===== config.mk =====
export PLATFORM = sky130hd
export DESIGN_NAME = bist_resp_analyzer_flat
export DESIGN_NICKNAME = d
export VERILOG_FILES = /design/src/rtl/bist_resp_analyzer_if.sv /design/src/rtl/bist_resp_analyzer.sv /design/src/flat_wrapper.sv
export SDC_FILE = /design/constraint.sdc
export NUM_CORES = 1
export LEC_CHECK = 0
export ABC_AREA = 1
export CORE_MARGIN = 4
export CORE_UTILIZATION = 51
export DETAILED_ROUTE_END_ITERATION = 10
export GPL_TIMING_DRIVEN = 0
export PLACE_DENSITY = 0.86
export SLEW_MARGIN = 20
export SYNTH_ARGS = -nofsm -noshare
export SYNTH_HDL_FRONTEND = slang
export SYNTH_SLANG_ARGS = --single-unit

===== constraint.sdc =====
create_clock -name clk -period 2.3 [get_ports clk]
set_input_delay 0.345 -clock clk [delete_from_list [all_inputs] [get_ports clk]]
set_output_delay 0.345 -clock clk [all_outputs]
set_load 0.02 [all_outputs]

===== src/rtl/bist_resp_analyzer_if.sv =====
// Read-beat stream and result bus between the BIST controller and the
// response analyzer. The controller (master) drives the read beats and
// start pulse. The analyzer (slave) returns status and results.
interface bist_resp_analyzer_if #(
  parameter int ADDR_W = 10,
  parameter int CNT_W  = 16
);
  logic              start;
  logic              rd_valid;
  logic              rd_last;
  logic [ADDR_W-1:0] rd_addr;
  logic [7:0]        rd_data;
  logic [2:0]        exp_sel;

  logic              busy;
  logic              done;
  logic              pass;
  logic [CNT_W-1:0]  err_cnt;
  logic [7:0]        fail_mask;
  logic [ADDR_W-1:0] first_fail_addr;
  logic [7:0]        first_fail_data;
  logic [7:0]        first_fail_exp;

  modport master (
    output start, rd_valid, rd_last, rd_addr, rd_data, exp_sel,
    input  busy, done, pass, err_cnt, fail_mask,
           first_fail_addr, first_fail_data, first_fail_exp
  );

  modport slave (
    input  start, rd_valid, rd_last, rd_addr, rd_data, exp_sel,
    output busy, done, pass, err_cnt, fail_mask,
           first_fail_addr, first_fail_data, first_fail_exp
  );
endinterface


===== src/rtl/bist_resp_analyzer.sv =====
// SRAM BIST response analyzer. Each read beat is compared against the
// expected pattern for its selector. The block accumulates a saturating
// error count, a sticky failing-bit mask and a first-failure record.
// Two-stage pipeline: stage 1 registers the beat, stage 2 compares it
// and updates the results.
module bist_resp_analyzer #(
  parameter int ADDR_W = 10,
  parameter int CNT_W  = 16
) (
  input  logic                  clk,
  input  logic                  rst_n,
  bist_resp_analyzer_if.slave   bus
);

  typedef enum logic [1:0] {IDLE, RUN, DRAIN, DONE} state_t;

  state_t            state_q;
  logic              busy_q, done_q;

  logic              s1_valid_q;
  logic [ADDR_W-1:0] s1_addr_q;
  logic [7:0]        s1_data_q;
  logic [7:0]        s1_exp_q;

  logic [CNT_W-1:0]  err_cnt_q;
  logic [7:0]        fail_mask_q;
  logic              captured_q;
  logic [ADDR_W-1:0] ff_addr_q;
  logic [7:0]        ff_data_q;
  logic [7:0]        ff_exp_q;

  logic [7:0]        exp_pat;
  logic [7:0]        diff;
  logic              take_start;
  logic              accept;

  // A start is honoured only when no test is running. Beats are accepted only in RUN.
  assign take_start = bus.start && (state_q == IDLE || state_q == DONE);
  assign accept     = bus.rd_valid && (state_q == RUN);
  assign diff       = s1_data_q ^ s1_exp_q;

  // Expected-pattern decode for the beat's selector.
  always_comb begin
    // NOTE: a default assignment before the case keeps this purely combinational; a missing path would infer a latch.
    exp_pat = 8'h00;
    case (bus.exp_sel)
      3'b000:  exp_pat = 8'hAA;
      3'b001:  exp_pat = 8'h55;
      3'b010:  exp_pat = 8'hF0;
      3'b011:  exp_pat = 8'h0F;
      3'b100:  exp_pat = 8'h00;
      3'b101:  exp_pat = 8'hFF;
      3'b110:  exp_pat = 8'h00;
      3'b111:  exp_pat = 8'hFF;
      default: exp_pat = 8'h00;
    endcase
  end

  // Control FSM with registered busy/done. DRAIN waits until the compare stage is empty.
  always_ff @(posedge clk or negedge rst_n) begin
    if (!rst_n) begin
      // NOTE: clocked state uses non-blocking assignments so every register samples pre-edge values.
      state_q <= IDLE;
      busy_q  <= 1'b0;
      done_q  <= 1'b0;
    end else begin
      case (state_q)
        IDLE, DONE: begin
          if (bus.start) begin
            state_q <= RUN;
            busy_q  <= 1'b1;
            done_q  <= 1'b0;
          end
        end
        RUN: begin
          if (bus.rd_valid && bus.rd_last) state_q <= DRAIN;
        end
        DRAIN: begin
          if (!s1_valid_q) begin
            state_q <= DONE;
            busy_q  <= 1'b0;
            done_q  <= 1'b1;
          end
        end
        default: begin
          state_q <= IDLE;
          busy_q  <= 1'b0;
          done_q  <= 1'b0;
        end
      endcase
    end
  end

  // Stage 1: capture the accepted beat and its expected pattern.
  always_ff @(posedge clk or negedge rst_n) begin
    if (!rst_n) begin
      s1_valid_q <= 1'b0;
      s1_addr_q  <= '0;
      s1_data_q  <= '0;
      s1_exp_q   <= '0;
    end else begin
      s1_valid_q <= accept;
      if (accept) begin
        s1_addr_q <= bus.rd_addr;
        s1_data_q <= bus.rd_data;
        s1_exp_q  <= exp_pat;
      end
    end
  end

  // Stage 2: compare and accumulate results. A start clears everything.
  always_ff @(posedge clk or negedge rst_n) begin
    if (!rst_n) begin
      err_cnt_q   <= '0;
      fail_mask_q <= '0;
      captured_q  <= 1'b0;
      ff_addr_q   <= '0;
      ff_data_q   <= '0;
      ff_exp_q    <= '0;
    end else if (take_start) begin
      err_cnt_q   <= '0;
      fail_mask_q <= '0;
      captured_q  <= 1'b0;
      ff_addr_q   <= '0;
      ff_data_q   <= '0;
      ff_exp_q    <= '0;
    end else if (s1_valid_q && (diff != 8'h00)) begin
      if (err_cnt_q != {CNT_W{1'b1}}) err_cnt_q <= err_cnt_q + 1'b1;
      fail_mask_q <= fail_mask_q | diff;
      if (!captured_q) begin
        captured_q <= 1'b1;
        ff_addr_q  <= s1_addr_q;
        ff_data_q  <= s1_data_q;
        ff_exp_q   <= s1_exp_q;
      end
    end
  end

  assign bus.busy            = busy_q;
  assign bus.done            = done_q;
  assign bus.pass            = done_q && (err_cnt_q == '0);
  assign bus.err_cnt         = err_cnt_q;
  assign bus.fail_mask       = fail_mask_q;
  assign bus.first_fail_addr = ff_addr_q;
  assign bus.first_fail_data = ff_data_q;
  assign bus.first_fail_exp  = ff_exp_q;

endmodule


===== src/flat_wrapper.sv =====
// flat-port wrapper written by rule: the top's interface ports become plain ports
module bist_resp_analyzer_flat 
#(
  parameter int ADDR_W = 10,
  parameter int CNT_W  = 16
)
  (clk, rst_n, bus_start, bus_rd_valid, bus_rd_last, bus_rd_addr, bus_rd_data, bus_exp_sel, bus_busy, bus_done, bus_pass, bus_err_cnt, bus_fail_mask, bus_first_fail_addr, bus_first_fail_data, bus_first_fail_exp);
  bist_resp_analyzer_if #(.ADDR_W(ADDR_W), .CNT_W(CNT_W)) bus_i ();
  input  logic clk;
  input  logic rst_n;
  input wire logic [$bits(bus_i.start)-1:0] bus_start;
  input wire logic [$bits(bus_i.rd_valid)-1:0] bus_rd_valid;
  input wire logic [$bits(bus_i.rd_last)-1:0] bus_rd_last;
  input wire logic [$bits(bus_i.rd_addr)-1:0] bus_rd_addr;
  input wire logic [$bits(bus_i.rd_data)-1:0] bus_rd_data;
  input wire logic [$bits(bus_i.exp_sel)-1:0] bus_exp_sel;
  output wire logic [$bits(bus_i.busy)-1:0] bus_busy;
  output wire logic [$bits(bus_i.done)-1:0] bus_done;
  output wire logic [$bits(bus_i.pass)-1:0] bus_pass;
  output wire logic [$bits(bus_i.err_cnt)-1:0] bus_err_cnt;
  output wire logic [$bits(bus_i.fail_mask)-1:0] bus_fail_mask;
  output wire logic [$bits(bus_i.first_fail_addr)-1:0] bus_first_fail_addr;
  output wire logic [$bits(bus_i.first_fail_data)-1:0] bus_first_fail_data;
  output wire logic [$bits(bus_i.first_fail_exp)-1:0] bus_first_fail_exp;
  assign bus_i.start = bus_start;
  assign bus_i.rd_valid = bus_rd_valid;
  assign bus_i.rd_last = bus_rd_last;
  assign bus_i.rd_addr = bus_rd_addr;
  assign bus_i.rd_data = bus_rd_data;
  assign bus_i.exp_sel = bus_exp_sel;
  assign bus_busy = bus_i.busy;
  assign bus_done = bus_i.done;
  assign bus_pass = bus_i.pass;
  assign bus_err_cnt = bus_i.err_cnt;
  assign bus_fail_mask = bus_i.fail_mask;
  assign bus_first_fail_addr = bus_i.first_fail_addr;
  assign bus_first_fail_data = bus_i.first_fail_data;
  assign bus_first_fail_exp = bus_i.first_fail_exp;
  bist_resp_analyzer #(.ADDR_W(ADDR_W), .CNT_W(CNT_W)) u_core (.clk(clk), .rst_n(rst_n), .bus(bus_i));
endmodule

Yosys cells after proc, flatten, opt, wreduce, memory -nomap -nowiden
Memories as Yosys holds them, arrays and structs flattened. A register that Yosys moved wholly into a read port is not among the register bits.
Cells that the tools add are included.
{ "totals": {"register_bits": 74, "latch_bits": 0, "ramBits": 0, "romBits": 64, "elab_cells": 68, "memories": 1} }
{ "classes": {"n_addsub": 1, "mul": 0, "div": 0, "magnitude_cmp": 0, "n_eq_ne": 8, "shifts": 0, "muxes": 26, "bitwise_logic": 2, "reduce_logical": 18} }
{ "memory_table": {"columns": ["name", "words", "word_bits", "rd", "rd_clocked_by_memory_dff", "wr", "line", "rtl"], "rows": [
  ["(name not given)", 8, 8, 1, 1, 0, "bist_resp_analyzer.sv:46", "case (bus.exp_sel)"]
]} }
{ "op_table": {"columns": ["cell", "n"], "rows": [
  ["2-to-1 mux 8 bit", 8],
  ["2-to-1 mux 16 bit", 3],
  ["2-to-1 mux 10 bit", 3],
  ["adder 16 x 1 -> 16 bit (second input constant)", 1],
  ["logical NOT 16 bit", 1],
  ["inequality test 16 bit (second input constant)", 1],
  ["inequality test 2 bit (second input constant)", 4],
  ["OR 8 bit", 1],
  ["nonzero test 8 bit", 1],
  ["XOR 8 bit", 1],
  ["2-to-1 mux 1 bit", 6],
  ["2-to-1 mux 2 bit", 3],
  ["case mux 2 bit (3 select lines)", 1],
  ["AND reduction 3 bit", 2],
  ["nonzero test 2 bit", 3],
  ["logical AND 1 bit", 5],
  ["equality test 2 bit (second input constant)", 2],
  ["case mux 1 bit (2 select lines)", 2],
  ["AND reduction 2 bit", 2],
  ["equality test 2 x 1 -> 1 bit (second input constant)", 1],
  ["logical NOT 2 bit", 1],
  ["OR reduction 2 bit", 1],
  ["logical NOT 1 bit", 1],
  ["logical OR 1 bit", 1]
]} }

Depth between registers and ports, before layout
{ "logic_depth": {"depth_word": 5, "depth_mapped": 11, "ltp_nobuf": 10} }

Worst setup path before layout
Ideal clock, no wire load.
{ "synth_path": {"path_kind": "register to register", "startpoint": "register u_core.err_cnt_q[1], in the netlist u_core.bus.err_cnt[1]", "endpoint": "register u_core.err_cnt_q[6], in the netlist u_core.bus.err_cnt[6]", "arrival_ps": 1566, "required_ps": 2183, "slack_ps": 617, "path_stages_with_launch": 12, "period_less_slack_ps": 1683, "cell_sequence": "dfrtp_1 ha_1 nand2_1 inv_2 nand2_2 nor2_4 nand3_2 nand3_4 nand2_4 buf_6 nand2_1 nand2_1"} }
{ "synth_via": {"elab_chain_len": 4} }
{ "synth_lines": {"columns": ["element", "line", "rtl"], "rows": [
  ["start, declared", "bist_resp_analyzer.sv:25", "logic [CNT_W-1:0] err_cnt_q;"],
  ["start signal, assigned", "bist_resp_analyzer.sv:128", "if (err_cnt_q != {CNT_W{1'b1}}) err_cnt_q <= err_cnt_q + 1'b1;"],
  ["adder 16 x 1 -> 16 bit", "bist_resp_analyzer.sv:128", null],
  ["2-to-1 mux 16 bit", "bist_resp_analyzer.sv:128", null],
  ["2-to-1 mux 16 bit", "bist_resp_analyzer.sv:127", "end else if (s1_valid_q && (diff != 8'h00)) begin"],
  ["2-to-1 mux 16 bit", "bist_resp_analyzer.sv:120", "end else if (take_start) begin"]
]} }
Several ways; a longest one is shown, not always the timed one. The select of a mux whose other input is x is not followed.
A chain may end at the register's enable or synchronous reset.

Worst setup path after layout
{ "layout_path": {"startpoint": "register u_core.state_q[0]", "endpoint": "register u_core.ff_data_q[3], in the netlist u_core.bus.first_fail_data[3]"} }
{ "layout_via": {"elab_chain_len": 5} }
{ "layout_lines": {"columns": ["element", "line", "rtl"], "rows": [
  ["start, declared", "bist_resp_analyzer.sv:17", "state_t state_q;"],
  ["start signal, assigned", "bist_resp_analyzer.sv:63", "state_q <= IDLE;"],
  ["start signal, assigned", "bist_resp_analyzer.sv:70", "state_q <= RUN;"],
  ["start signal, assigned", "bist_resp_analyzer.sv:76", "if (bus.rd_valid && bus.rd_last) state_q <= DRAIN;"],
  ["equality test 2 bit or logical NOT 2 bit (tied branches)", "bist_resp_analyzer.sv:38", "assign take_start = bus.start && (state_q == IDLE || state_q == DONE);"],
  ["logical OR 1 bit *", "bist_resp_analyzer.sv:38", null],
  ["logical AND 1 bit *", "bist_resp_analyzer.sv:38", null],
  ["inequality test 2 bit (no source line) or nonzero test 2 bit (tied branches)", null, null],
  ["AND reduction 2 bit (no source line)", null, null],
  ["end signal, assigned", "bist_resp_analyzer.sv:133", "ff_data_q <= s1_data_q;"],
  ["end, declared", "bist_resp_analyzer.sv:29", "logic [7:0] ff_data_q;"]
]} }
Mark *: on every way between the ends. The rest lies on a longest branch, timed or not.

==> flow_summary.json <==
{
  "diodes": 0,
  "grt_pass1_wl_um": 16100,
  "yosys.area.top_type": "dfrtp_1",
  "critPathBufInv": 3,
  "finalHoldViolCount": 0,
  "wl_um": 9730,
  "avgRoutedWirePerCell_um": 13.9,
  "worstHoldPathType": "primary input to asynchronous set/reset pin",
  "drive_gt1_share_pct": 7.18,
  "fin_util_pct": 68.4,
  "fmax_mhz": 481,
  "drt_first_iter_violations": 205,
  "critical-path-max-stage-delay_ps": 430,
  "power_density_nw_per_um2": 1390,
  "die_h_um": 94.1,
  "yosys-top-cells-area": "dfrtp_1, nand2_1, nand3_1",
  "synth_top_area_share_pct": 48.9,
  "ys_warn_count": 0,
  "io_pins": 79,
  "slew_violations": 0,
  "synthesis.area_um2": 3780,
  "rsz0062_at_grt": "false",
  "die_area_um2": 8860,
  "clk_latency_ps": 340,
  "finClkSkew_ps": 8.66,
  "first_pass_iters": 5,
  "ys_seq_elements": 74,
  "crit_family": "buffers and inverters",
  "numCtsBuffers": 9,
  "grt_use_met3_pct": 3.04,
  "slowest_stage": "clkbuf_1",
  "place_ws_ps": 255,
  "seq_area_um2": 1850,
  "busiest_layer": "met2",
  "relSlewSlack_pct": 66.4,
  "required_ps": 2580,
  "cp_common_cell": "nand2_1",
  "syn_avg_cell_area_um2": 7.52,
  "die_x_um": 94.1,
  "viasPerCell": 5.09,
  "use_met2_pct": 40.1,
  "ctsLongestPathBuffers": 2,
  "fillers": 588,
  "fin_crit_ps": 2080,
  "worstSetupPathType": "flop to flop",
  "first_global_vias": 3500,
  "grtUsageMet1_pct": 29.5,
  "status": "completed",
  "finalInstanceArea_um2": 4930,
  "nets": 625,
  "synth_cell_types": 27,
  "placed_area_um2": 4710,
  "worst_slack_ps": 221,
  "vias": 3554,
  "gr-usage-all-layers_pct": 23.2,
  "htreeDepth": 3,
  "layout_common_cells": "nand2_1, clkdlybuf4s50_1, dfrtp_1, nor2_1, inv_1",
  "ant_nets": 0,
  "place_congestion": 0.896,
  "start_util_pct": 52.5,
  "ir_drop_mv": 0.764,
  "crit_fanout": 10,
  "ys_seq_area_share_pct": 48.9,
  "crit_start": "u_core.state_q[0]$_DFFE_PN0P_",
  "grt-ovfl-total": 0,
  "drc": 0,
  "multiInputGateArea_um2": 1590,
  "whs_ps": 486,
  "cts_tree": "built",
  "syn-num-nets": 534,
  "dp.final_hpwl_um": 7160,
  "p_leak_nw": 2.39,
  "r2r-end": "u_core.bus.first_fail_data[3]$_DFFE_PN0P_",
  "arrival_ps": 2360,
  "path_cells": "inv_1 > ha_1 > nand2_1 > buf_2 > clkbuf_1 > nand3_1 > nand2_1",
  "critPathCaptureType": "flop",
  "clkTransAtPathRegs_ps": 80,
  "fin_crit_sh_pct": 90.4,
  "r2r_setup_slack_ps": 220,
  "tightest_slew_ps": 504,
  "core_um2": 7210,
  "setup_viol": 0,
  "worstReg2RegStart": "u_core.state_q[0]$_DFFE_PN0P_",
  "clockRootBuffer": "clkbuf_8",
  "reg2regPathDepth": 7,
  "grt_max_degree": 43,
  "worst_setup_path_start_kind": "flop",
  "cap_violations": 0,
  "port_buffers": 78,
  "final_common_cell": "nand2_1",
  "cts_num_sinks": 74,
  "syn2layout_area_growth_pct": 30.3,
  "row_count": 31,
  "post-cts-setup-buffer-count": 0,
  "grt_antenna_before_repair": 0,
  "cp.depth": 7,
  "netlist_instances": 503,
  "crit_end": "u_core.bus.first_fail_data[3]$_DFFE_PN0P_"
}
[logic make-up (layout without fill, tap and decap cells)]
kind of cell	count (synthesis)	count (layout)	synth area share, %
fa+ha+maj	5	5	1.65
flops	74	74	48.9
buf+inv	81	177	8.99
simple gates	294	294	33.5
compound gates	46	46	6.25
xor+xnor	3	3	0.694
[worst reg2reg max path, cell delays in order, from the launching register on]
cell and delay, ps:
dfrtp_1 410, inv_1 60, ha_1 330, nand2_1 240, buf_2 300, clkbuf_1 430, nand3_1 150, nand2_1 90
[cells in the mapped netlist, drive strengths merged]
cell type,instances
a211oi,1
a21oi,14
buf,12
clkbuf,12
dfrtp,74
ha,5
inv,57
nand2,167
nand3,52
nand3b,5
nand4,4
nor2,54
nor3,10
nor4,2
o21ai,29
o21bai,1
o22ai,1
xor2,3
[layer usage]
layer / wire (um) / vias to the layer above
met2: 4820 / 126
met1: 4130 / 1647
met5: 0 / -
li1: - / 1762
met3: 560 / 19
met4: 215 / 0
[what timing repair did]
item,4_1_cts,5_1_grt
gates resized for setup,1,0
setup endpoints to repair,1,0
endpoints found under the hold margin,32,0
hold buffers,1,0
[power by group]
part           switching, W  leakage (nW)  total (W)  internal [W]
clock              0.000497         0.107    0.00111      0.000615
combinational       0.00212          1.34    0.00350       0.00138
sequential         0.000415         0.946    0.00226       0.00184
total               0.00303          2.39    0.00687       0.00384
[registers in the layout (all words and copies together) (netlist names)]
| name | count |
|---|---|
| u_core.bus.busy | 1 |
| u_core.bus.fail_mask | 8 |
| u_core.s1_exp_q | 4 |
| u_core.s1_data_q | 8 |
| u_core.bus.err_cnt | 16 |
| u_core.bus.first_fail_addr | 10 |
| u_core.captured_q | 1 |
| u_core.state_q | 2 |
| u_core.s1_valid_q | 1 |
| u_core.s1_addr_q | 10 |
| u_core.bus.first_fail_data | 8 |
| u_core.bus.done | 1 |
| u_core.bus.first_fail_exp | 4 |
[layout make-up]
cell class	count	area share, %
repair buffers	80	16.4
plain buffers	24	2.56
flip-flops and latches	74	37.5
inverters	57	4.34
clock buffers	10	2.59
multi-input cells	348	32.3
clock inverters	6	1.83
well taps	99	2.51
[how the worst min path moves through the flow]
stage / startpoint / to / slack (ps)
final: rst_n / u_core.bus.fail_mask[4]$_DFFE_PN0P_ / 490
after CTS: rst_n / u_core.state_q[0]$_DFFE_PN0P_ / 500
after global placement: u_core.bus.busy$_DFFE_PN0P_ / u_core.bus.busy$_DFFE_PN0P_ / 490
after global routing: rst_n / u_core.bus.fail_mask[4]$_DFFE_PN0P_ / 530
after detailed placement: rst_n / u_core.state_q[0]$_DFFE_PN0P_ / 320
after floorplan: rst_n / u_core.bus.busy$_DFFE_PN0P_ / 50
[through the flow]
stage	TNS [ps]	std cells	total power, W
global route	0	698	0.00738
global placement	-120080	680	0.00564
CTS	0	698	0.00690
detailed placement	0	681	0.00575
floorplan	0	503	0.00440
finish	0	698	0.00687
(Power assumes the default switching activity.)
